$ cat config.mk
export PLATFORM = sky130hd
export DESIGN_NAME = uart_receiver
export DESIGN_NICKNAME = d
export VERILOG_FILES = /design/src/rtl/uart_receiver.sv
export SDC_FILE = /design/constraint.sdc
export NUM_CORES = 1
export LEC_CHECK = 0
export CORE_MARGIN = 2
export CORE_UTILIZATION = 24
export DETAILED_ROUTE_END_ITERATION = 10
export REMOVE_ABC_BUFFERS = 1
export SLEW_MARGIN = 5
export SYNTH_ARGS = -nofsm -noshare
export SYNTH_HDL_FRONTEND = slang
export SYNTH_SLANG_ARGS = --single-unit
$ cat constraint.sdc
create_clock -name clk -period 3.9 [get_ports clk]
set_clock_uncertainty 0.05 [all_clocks]
set_input_delay 0.78 -clock clk [delete_from_list [all_inputs] [get_ports clk]]
set_output_delay 0.78 -clock clk [all_outputs]
set_load 0.1 [all_outputs]
$ cat src/rtl/uart_receiver.sv
// UART receive stage: oversamples the synchronized serial line with the shared baud tick
// and recovers start/data/optional parity/stop, reporting the word with a one-cycle RxDone.
module uart_receiver #(
   parameter int DataBits  = 8,
   parameter int ClkTicks  = 16,
   parameter bit ParityEn  = 1'b1,
   parameter bit ParityOdd = 1'b0
) (
   input  logic                clk,
   input  logic                reset_n,
   input  logic                tick,
   input  logic                RxIn,
   output logic [DataBits-1:0] DataOut,
   output logic                RxDone,
   output logic                ParityErr,
   output logic                FrameErr,
   output logic                Busy
);

   localparam int CntW = (ClkTicks > 1) ? $clog2(ClkTicks) : 1;
   localparam int BitW = (DataBits > 1) ? $clog2(DataBits) : 1;
   localparam logic [CntW-1:0] HalfLast = CntW'(ClkTicks / 2 - 1);
   localparam logic [CntW-1:0] FullLast = CntW'(ClkTicks - 1);
   localparam logic [BitW-1:0] LastBit  = BitW'(DataBits - 1);

   typedef enum logic [2:0] {
      IDLE, START, DATA, PARITY, STOP, WAIT_HIGH
   } stateT;

   stateT               state;
   logic                rxMeta;
   logic                rxSync;
   logic [CntW-1:0]     tickCnt;
   logic [BitW-1:0]     bitCnt;
   logic [DataBits-1:0] shiftReg;
   logic                parAcc;

   // Two-flop synchronizer; resets to the idle (high) line level so reset never looks like a start bit
   always_ff @(posedge clk or negedge reset_n) begin
      if (!reset_n) begin
         rxMeta <= 1'b1;
         rxSync <= 1'b1;
      end else begin
         rxMeta <= RxIn;
         rxSync <= rxMeta;
      end
   end

   always_ff @(posedge clk or negedge reset_n) begin
      if (!reset_n) begin
         state     <= IDLE;
         tickCnt   <= '0;
         bitCnt    <= '0;
         shiftReg  <= '0;
         parAcc    <= 1'b0;
         DataOut   <= '0;
         RxDone    <= 1'b0;
         ParityErr <= 1'b0;
         FrameErr  <= 1'b0;
      end else begin
         RxDone <= 1'b0;
         case (state)
            IDLE: begin
               if (!rxSync) begin
                  tickCnt <= '0;
                  state   <= START;
               end
            end
            START: begin
               if (tick) begin
                  if (tickCnt == HalfLast) begin
                     if (!rxSync) begin
                        tickCnt <= '0;
                        bitCnt  <= '0;
                        parAcc  <= 1'b0;
                        state   <= DATA;
                     end else begin
                        state <= IDLE;
                     end
                  end else begin
                     tickCnt <= tickCnt + 1'b1;
                  end
               end
            end
            DATA: begin
               if (tick) begin
                  if (tickCnt == FullLast) begin
                     // LSB arrives first, so new bits enter at the top and shift down
                     shiftReg <= (shiftReg >> 1) | (DataBits'(rxSync) << (DataBits - 1));
                     parAcc   <= parAcc ^ rxSync;
                     tickCnt  <= '0;
                     if (bitCnt == LastBit) begin
                        state <= ParityEn ? PARITY : STOP;
                     end else begin
                        bitCnt <= bitCnt + 1'b1;
                     end
                  end else begin
                     tickCnt <= tickCnt + 1'b1;
                  end
               end
            end
            PARITY: begin
               if (tick) begin
                  if (tickCnt == FullLast) begin
                     parAcc  <= parAcc ^ rxSync;
                     tickCnt <= '0;
                     state   <= STOP;
                  end else begin
                     tickCnt <= tickCnt + 1'b1;
                  end
               end
            end
            STOP: begin
               if (tick) begin
                  if (tickCnt == FullLast) begin
                     DataOut   <= shiftReg;
                     ParityErr <= ParityEn & (parAcc ^ ParityOdd);
                     FrameErr  <= ~rxSync;
                     RxDone    <= 1'b1;
                     tickCnt   <= '0;
                     // A low stop bit means a break or stuck line: wait for it to recover
                     state     <= rxSync ? IDLE : WAIT_HIGH;
                  end else begin
                     tickCnt <= tickCnt + 1'b1;
                  end
               end
            end
            WAIT_HIGH: begin
               if (rxSync) begin
                  state <= IDLE;
               end
            end
            default: state <= IDLE;
         endcase
      end
   end

   assign Busy = (state != IDLE);

endmodule

-- Yosys cells after proc, flatten, opt, wreduce, memory -nomap -nowiden
Cells that the tools add are included.
- bitwise gates (word level): 3
- equality and inequality tests: 24
- multiplexer cells: 36
- reduce and logical (&&, ||, !) cells: 13
- add/subtract/negate cells: 2
- operators with widths (cell ; number):
    2-to-1 mux 3 bit ; 18
    inequality test 2 bit (second input constant) ; 13
    2-to-1 mux 4 bit ; 5
    one-hot mux 3 bit (6 select lines) ; 1
    one-hot mux 4 bit (3 select lines) ; 1
    AND reduction 11 bit ; 1
    equality test 3 bit (second input constant) ; 3
    AND reduction 3 bit ; 3
    2-to-1 mux 1 bit ; 8
    bitwise OR 7 x 8 -> 8 bit ; 1
    AND reduction 7 bit ; 1
    equality test 3 x 2 -> 1 bit (second input constant) ; 2
    inequality test 2 x 1 -> 1 bit (second input constant) ; 3
    one-hot mux 3 bit (2 select lines) ; 1
    AND reduction 6 bit ; 1
    nonzero test 3 bit ; 2
    adder 4 x 1 -> 4 bit (second input constant) ; 1
    equality test 4 x 3 -> 1 bit (second input constant) ; 1
    equality test 4 bit (second input constant) ; 1
    nonzero test 2 bit ; 2
    adder 3 x 1 -> 3 bit (second input constant) ; 1
    equality test 3 x 1 -> 1 bit (second input constant) ; 1
    logical NOT 3 bit ; 1
    OR reduction 3 bit ; 1
    other kinds (5) ; 5
- logic and storage cells: 89
- output and inout port bits: 12
- register bits: 32
- input port bits: 4

-- Logic depth before layout (Yosys ltp)
Gate-level depths: netlist of run 1.
- depth in word-level cells: 5
- gate-level depth with buffers: 7
- gate-level depth less buffers: 5

-- Worst setup path after synthesis of run 1
Ideal clock, no wire load.
- kind: reg-to-output
- start: reg state[2]
- end: out Busy
- arrival time: 1.511 ns
- setup slack: 1.559 ns
- stages on the path, launching flop included: 5
- path through: dfrtp_1 buf_2 clkbuf_1 inv_1 nand2_1
- cells in the longest elaborated chain, start to end: 1
- ends and longest elaborated chain (item ; RTL line ; source):
    start, declared ; 30 ; stateT state;
    start signal, assigned ; 93 ; state <= ParityEn ? PARITY : STOP;
    start signal, assigned ; 122 ; state <= rxSync ? IDLE : WAIT_HIGH;
    nonzero test 3 bit ; 138 ; assign Busy = (state != IDLE);
    end, declared ; 17 ; output logic Busy
No other way between the ends.

-- Worst setup path in the final report of run 1
- start: reg ParityErr
- end: out ParityErr
- RTL lines (item ; RTL line ; source):
    start, declared ; 15 ; output logic ParityErr,
    start signal, assigned ; 117 ; ParityErr <= ParityEn & (parAcc ^ ParityOdd);
No word-level cell between the ends.

==> summary.md, run 1 <==
| Metric | Value |
|---|---|
| N_diodes | `0` |
| Final net count | `151` |
| Slowest stage delay, CP | `1140 ps` |
| Synth top cells by count | `30 x dfrtp_1, 10 x mux2_1, 9 x nand2_1` |
| CP Class | `reg -> out` |
| R2R Setup Slk | `1940 ps` |
| DRT Wirelength | `2.761 mm` |
| First-pass GRT wire length | `about 4.9 mm` |
| Crit end category | `output port` |
| Register area share after synthesis | `0.5152` |
| DR DRC count | `0` |
| Core Footprint | `0.006314 mm^2` |
| Crit path depth | `1` |
| Synth Register Bits | `32` |
| Total GRT Usage | `0.08601` |
| Slew headroom | `0.3470` |
| CP Max Fanout | `2` |
| I/O Pins | `16` |
| Layout cell share with drive strength beyond 1 | `0.1724` |
| Placed cell area | `roughly 0.0018 mm^2` |
| Mapped Cells | `131` |
| R2R depth | `4` |
| Worst Tran Pin Value | `just under 1000 ps` |
| CTS-repair resized insts | `0` |
| Row count | `29` |
| Root Driver | `clkbuf_8` |
| Place WS | `about 1100 ps` |
| Unique masters post-synth | `43` |
| Crit path time final | `2613 ps` |
| Cts hold-fix bufs | `0` |
| Area Overhead vs Synth | `19.26%` |
| Final setup viols | `0` |
| Gpl congestion | `0.8230` |
| Fin area | `roughly 0.0019 mm^2` |
| Largest area contributor in the netlist | `dfrtp_1` |
| Initial DRC count | `35` |
| PnR worst setup slack | `1287 ps` |
| Power per cell area | `527.1 mW/mm^2` |
| RSZ-0062 raised after global routing | `no` |
| Die span in y | `84.60 um` |
| First drt pass iteration count | `4` |
| Pin count of the biggest net entering global routing | `33` |
| Crit path launch | `ParityErr$_DFFE_PN0P_` |
| Most common cell in the synthesized netlist | `dfrtp_1` |
| Ys flop type | `dfrtp_1` |
| Main area contributors after synthesis | `dfrtp_1 48%, mux2_1 7.2%, mux2_4 6.7%` |
| Worst setup SP type | `flop` |
| Vias per cell | `about 4.7` |
| # Max-Cap Violations | `0` |
| Routed len/inst | `12.44 um` |
| Max-slew violations | `0` |
| Worst r2r src | `tickCnt[0]$_DFFE_PN0P_` |
| Total die area | `0.007156 mm^2` |
| Final cycle utilization of the critical path | `0.6700` |
| Final Hold Fails | `0` |
| EDFF count, synth | `0` |
| Post-synth top area share | `0.4815` |
| R2r endpoint | `DataOut[0]$_DFFE_PN0P_` |
| Synth async-reset ratio | `1.000` |
| TNS Setup | `0 ps` |
| Setup bufs post-CTS | `0` |
| Clock latency on the worst-skew pair | `280 ps` |
| CTS Sinks | `32` |
| Reg clk slew, reported paths | `about 70 ps` |
| CTS tree | `done` |
| Maximum clock insertion buffer count | `2` |
| Die width | `roughly 85 um` |
| HPWL Detailed | `1.835 mm` |
| Syn_area_per_cell | `11.90 um^2` |
| HP Class | `reg -> reg` |
| CTS Buf Count | `5` |
| Status | `completed` |
| Starting Density | `0.2469` |
| I/O Buffers | `15` |
| Initial antenna violation count | `0` |
| Post-route antenna net violation count | `0` |
| Peak supply drop | `286.2 uV` |
| Critical path buffer and inverter count | `1` |
| Synth Warn # | `0` |
| CP arrival | `1780 ps` |
| Top Family by Delay on Critical Path | `buffers and inverters` |
| Critical Path End | `ParityErr` |
| Leakage | `0.0008472 uW` |
| Vias in the first global route | `between 1,000 and 1,500` |
| Max stage delay cell, worst path | `clkdlybuf4s50_1` |
| Mapped cell area | `0.001559 mm^2` |
| Req. time, crit path | `3070 ps` |
| Achievable Freq | `0.3827 GHz` |
| Routed vias | `~1,000` |
| Grt total ovfl | `0` |
| Critical-path cell list | `clkdlybuf4s50_1` |
| H-tree Lvls | `2` |
==> layer usage <==
metal	vias up	global-route usage	share of wire
met5	-	0	0
met4	0	0.03608	0.0025
met3	2	0.03441	0.057
met2	28	0.1217	0.45
met1	508	0.1164	0.49
li1	499	-	-
==> cell usage in the layout (no fill, tap or decap), types with 3 or more instances in the layout <==
| master | count |
|---|---|
| nor2_1 | 4 |
| nand3_1 | 7 |
| inv_2 | 3 |
| inv_1 | 3 |
| clkdlybuf4s50_1 | 14 |
| ha_1 | 3 |
| nand2_1 | 9 |
| dfrtp_1 | 30 |
| mux2_1 | 10 |
| clkbuf_8 | 5 |
| o21ai_1 | 5 |
| a21oi_1 | 3 |
| mux2_4 | 7 |
==> state kept, by name, summed over array words and instances (netlist names) <==
signal	count
DataOut	8
shiftReg	8
FrameErr	1
tickCnt	4
rxSync	1
ParityErr	1
parAcc	1
bitCnt	3
state	3
rxMeta	1
RxDone	1
==> layout make-up <==
class	instances	area, um^2
Multi-Input combinational cell	83	674.4
Clock buffer	6	72.57
Fill cell	653	4454
Sequential cell	32	803.3
Inverter	6	22.52
Timing Repair Buffer	16	155.1
Tap cell	77	96.34
Clock inverter	2	35.03
==> power by group <==
| group | leakage (uW) | total (uW) | internal, uW | switching [uW] |
|---|---|---|---|---|
| combinational | 0.000372 | 217 | 99.8 | 117 |
| sequential | 0.000420 | 454 | 375 | 78.2 |
| clock | 0.0000552 | 310 | 189 | 120 |
==> worst min-delay path by stage <==
stage / startpoint / end / slack, ps / cells past startpoint
after detailed placement: rxMeta$_DFF_PN1_ / rxSync$_DFF_PN1_ / 300 / 0
after global placement: rxMeta$_DFF_PN1_ / rxSync$_DFF_PN1_ / 300 / 0
after CTS: rxMeta$_DFF_PN1_ / rxSync$_DFF_PN1_ / 310 / 0
after global routing: rxMeta$_DFF_PN1_ / rxSync$_DFF_PN1_ / 320 / 0
final: rxMeta$_DFF_PN1_ / rxSync$_DFF_PN1_ / 310 / 0
after floorplan: rxMeta$_DFF_PN1_ / rxSync$_DFF_PN1_ / 300 / 0
==> through the flow <==
step	util	total power, uW	std cells	hold WS (ps)
2_1_floorplan	-	613.9	121	295.2
3_3_place_gp	0.2774	671.1	214	295.9
3_5_place_dp	0.2774	675.6	214	297.3
4_1_cts	0.2945	993.7	222	310.6
5_1_grt	0.2945	1053	222	316.3
6_report	0.2945	980.1	222	307.7
==> kinds of logic (layout without fill, tap and decap cells) <==
kind of cell    after synthesis  after routing  share of synthesized area
flops                        32             32                     0.5152
xor+xnor                      1              1                   0.005619
fa+ha+maj                     3              3                    0.02408
mux                          19             19                     0.1525
compound gates               24             24                     0.1140
buf+inv                      16             30                    0.05216
simple gates                 36             36                     0.1364
No activity file was read; power rests on OpenSTA's default activity.
==> run 2, diff against run 1 <==
- clock period: 3.9 -> 2.3 ns (I/O delays scaled with it)
==> run 2 against run 1 <==
Effect of this change:
- sequential share of layout area fell by 0.17 points
- clock power rose by 70%
- wire length rose by 0.69%
- largest power group unchanged
- highest routed layer unchanged
==> summary.md, run 2 (synthesis results as in run 1) <==
| Metric | Value |
|---|---|
| Place WS | `2.572 ps` |
| I/O Pins | `16` |
| Die span in y | `84.60 um` |
| CP Max Fanout | `12` |
| N_diodes | `0` |
| Vias per cell | `4.644` |
| H-tree Lvls | `2` |
| Req. time, crit path | `2410 ps` |
| Register area | `803.3 um^2` |
| Fillers | `656` |
| CTS Buf Count | `5` |
| Switching pwr | `541.9 uW` |
| # Max-Cap Violations | `0` |
| Row count | `29` |
| Top flop regs | `DataOut: 8 flops, shiftReg: 8 flops, tickCnt: 4 flops` |
| RSZ-0062 raised after global routing | `no` |
| Worst setup SP type | `input port` |
| Peak supply drop | `about 870 uV` |
| Reg clk slew, reported paths | `approximately 70 ps` |
| Vias in the first global route | `~1,100` |
| PnR worst setup slack | `293.4 ps` |
| Core Footprint | `~0.0063 mm^2` |
| CTS tree | `done` |
| Placed Cells | `217` |
| R2R Setup Slk | `440 ps` |
| Crit path time final | `roughly 2000 ps` |
| Initial DRC count | `39` |
| Grt total ovfl | `0` |
| Post-route antenna net violation count | `0` |
| Final Non-Filler Cells | `between 200 and 250` |
| Final Hold Fails | `0` |
| Crit end category | `flop` |
| Routed vias | `approximately 1,000` |
| First drt pass iteration count | `4` |
| HPWL Detailed | `1.942 mm` |
| Status | `completed` |
| Final Power | `1687 uW` |
| Most common cell after layout, fill and taps aside | `dfrtp_1` |
| Layout cell share with drive strength beyond 1 | `0.2635` |
| Slew headroom | `0.6195` |
| Clock latency on the worst-skew pair | `280 ps` |
| Clock network power share | `0.313` |
| Die width | `84.60 um` |
| I/O Buffers | `15` |
| Leakage | `0.0008914 uW` |
| Fin Hold WS | `310.5 ps` |
| Gpl congestion | `0.7915` |
| Int Pwr | `approximately 1100 uW` |
| CP arrival | `between 2000 and 2500 ps` |
| Cts hold-fix bufs | `0` |
| Pin count of the biggest net entering global routing | `33` |
| Routed len/inst | `12.36 um` |
| Final setup viols | `0` |
| TNS Setup | `0 ps` |
| Area Overhead vs Synth | `19.74%` |
| Worst Tran Pin Value | `about 570 ps` |
| Max-slew violations | `0` |
| Power share of the combinational group | `0.231` |
| Maximum clock insertion buffer count | `2` |
| CP Class | `in -> reg` |
| DRT Wirelength | `2.780 mm` |
| Achievable Freq | `about 0.5 GHz` |
| Final cycle utilization of the critical path | `0.8725` |
| Root Driver | `clkbuf_8` |
| Total GRT Usage | `0.08836` |
| Top Family by Delay on Critical Path | `simple AND/OR/NAND/NOR gates` |
| Total die area | `about 0.007 mm^2` |
| Power per cell area | `903.7 mW/mm^2` |
| Switching Share | `0.3213` |
| HP Class | `reg -> reg` |
| CTS-repair resized insts | `0` |
| Initial antenna violation count | `0` |
| DR DRC count | `0` |
| Setup bufs post-CTS | `0` |
| First-pass GRT wire length | `5.106 mm` |
| Multi-input combinational cell area | `between 600 and 700 um^2` |
| Starting Density | `0.2469` |
| CTS Sinks | `32` |
| Final net count | `roughly 150` |
| Slowest stage delay, CP | `about 600 ps` |
| Seq pwr share | `0.456` |
| Max stage delay cell, worst path | `clkdlybuf4s50_1` |
| Critical-path cell list | `clkdlybuf4s50_1 -> and4_1 -> nand2_2 -> mux2_1` |
| Commonest cells after routing, fill and taps aside | `30 x dfrtp_1, 15 x buf_4, 10 x mux2_1, 9 x nand2_1` |
| Critical path buffer and inverter count | `1` |
==> run 2: cell types whose count changed in the layout (fill, tap and decap cells not counted) <==
| cell | change |
|---|---|
| buf_12 | +1 |
| buf_4 | +13 |
| clkdlybuf4s50_1 | -11 |
==> run 2: worst paths after layout <==
path                                                to  depth (start not counted)                    from
worst max-delay path            DataOut[0]$_DFFE_PN0P_                          4                    tick
worst min-delay path                  rxSync$_DFF_PN1_                          0        rxMeta$_DFF_PN1_
worst max register to register  DataOut[0]$_DFFE_PN0P_                          4  tickCnt[0]$_DFFE_PN0P_
worst min register to register        rxSync$_DFF_PN1_                          0        rxMeta$_DFF_PN1_
max in group asynchronous             rxMeta$_DFF_PN1_                          2                 reset_n
min in group asynchronous             RxDone$_DFF_PN0_                          2                 reset_n
==> run 2: cell type report <==
type	instances	area share
clock inverters	2	0.01877
repair buffers	19	0.08713
flip-flops and latches	32	0.4303
clock buffers	6	0.03887
multi-input cells	83	0.3613
well taps	77	0.05161
inverters	6	0.01206
==> run 2: metal layers <==
metal  GRT usage  vias to the layer above  part of all wire
li1            -                      510                 -
met1      0.1141                      510              0.47
met2      0.1374                       21              0.47
met3     0.03441                        4             0.051
met4     0.02597                        0             0.012
met5           0                        -                 0
==> run 2: power by group through the flow <==
stage | Clock, uW | Combinational, uW | Sequential [uW]
floorplan | 0 | 296 | 745
global placement | 0 | 383 | 778
detailed placement | 0 | 389 | 779
CTS | 544 | 392 | 769
global route | 568 | 440 | 789
finish | 528 | 389 | 770
==> run 2: worst reg2reg max path, cell delays in order, from the launching register on <==
cell and delay, ps:
dfrtp_1 400, ha_1 260, and4_1 370, nand2_2 280
mux2_1 390
==> run 2: through the flow <==
step	area, um^2	utilization
after CTS	1867	0.2957
after global routing	1867	0.2957
after global placement	1759	0.2786
after detailed placement	1759	0.2786
final	1867	0.2957
after floorplan	1500	-
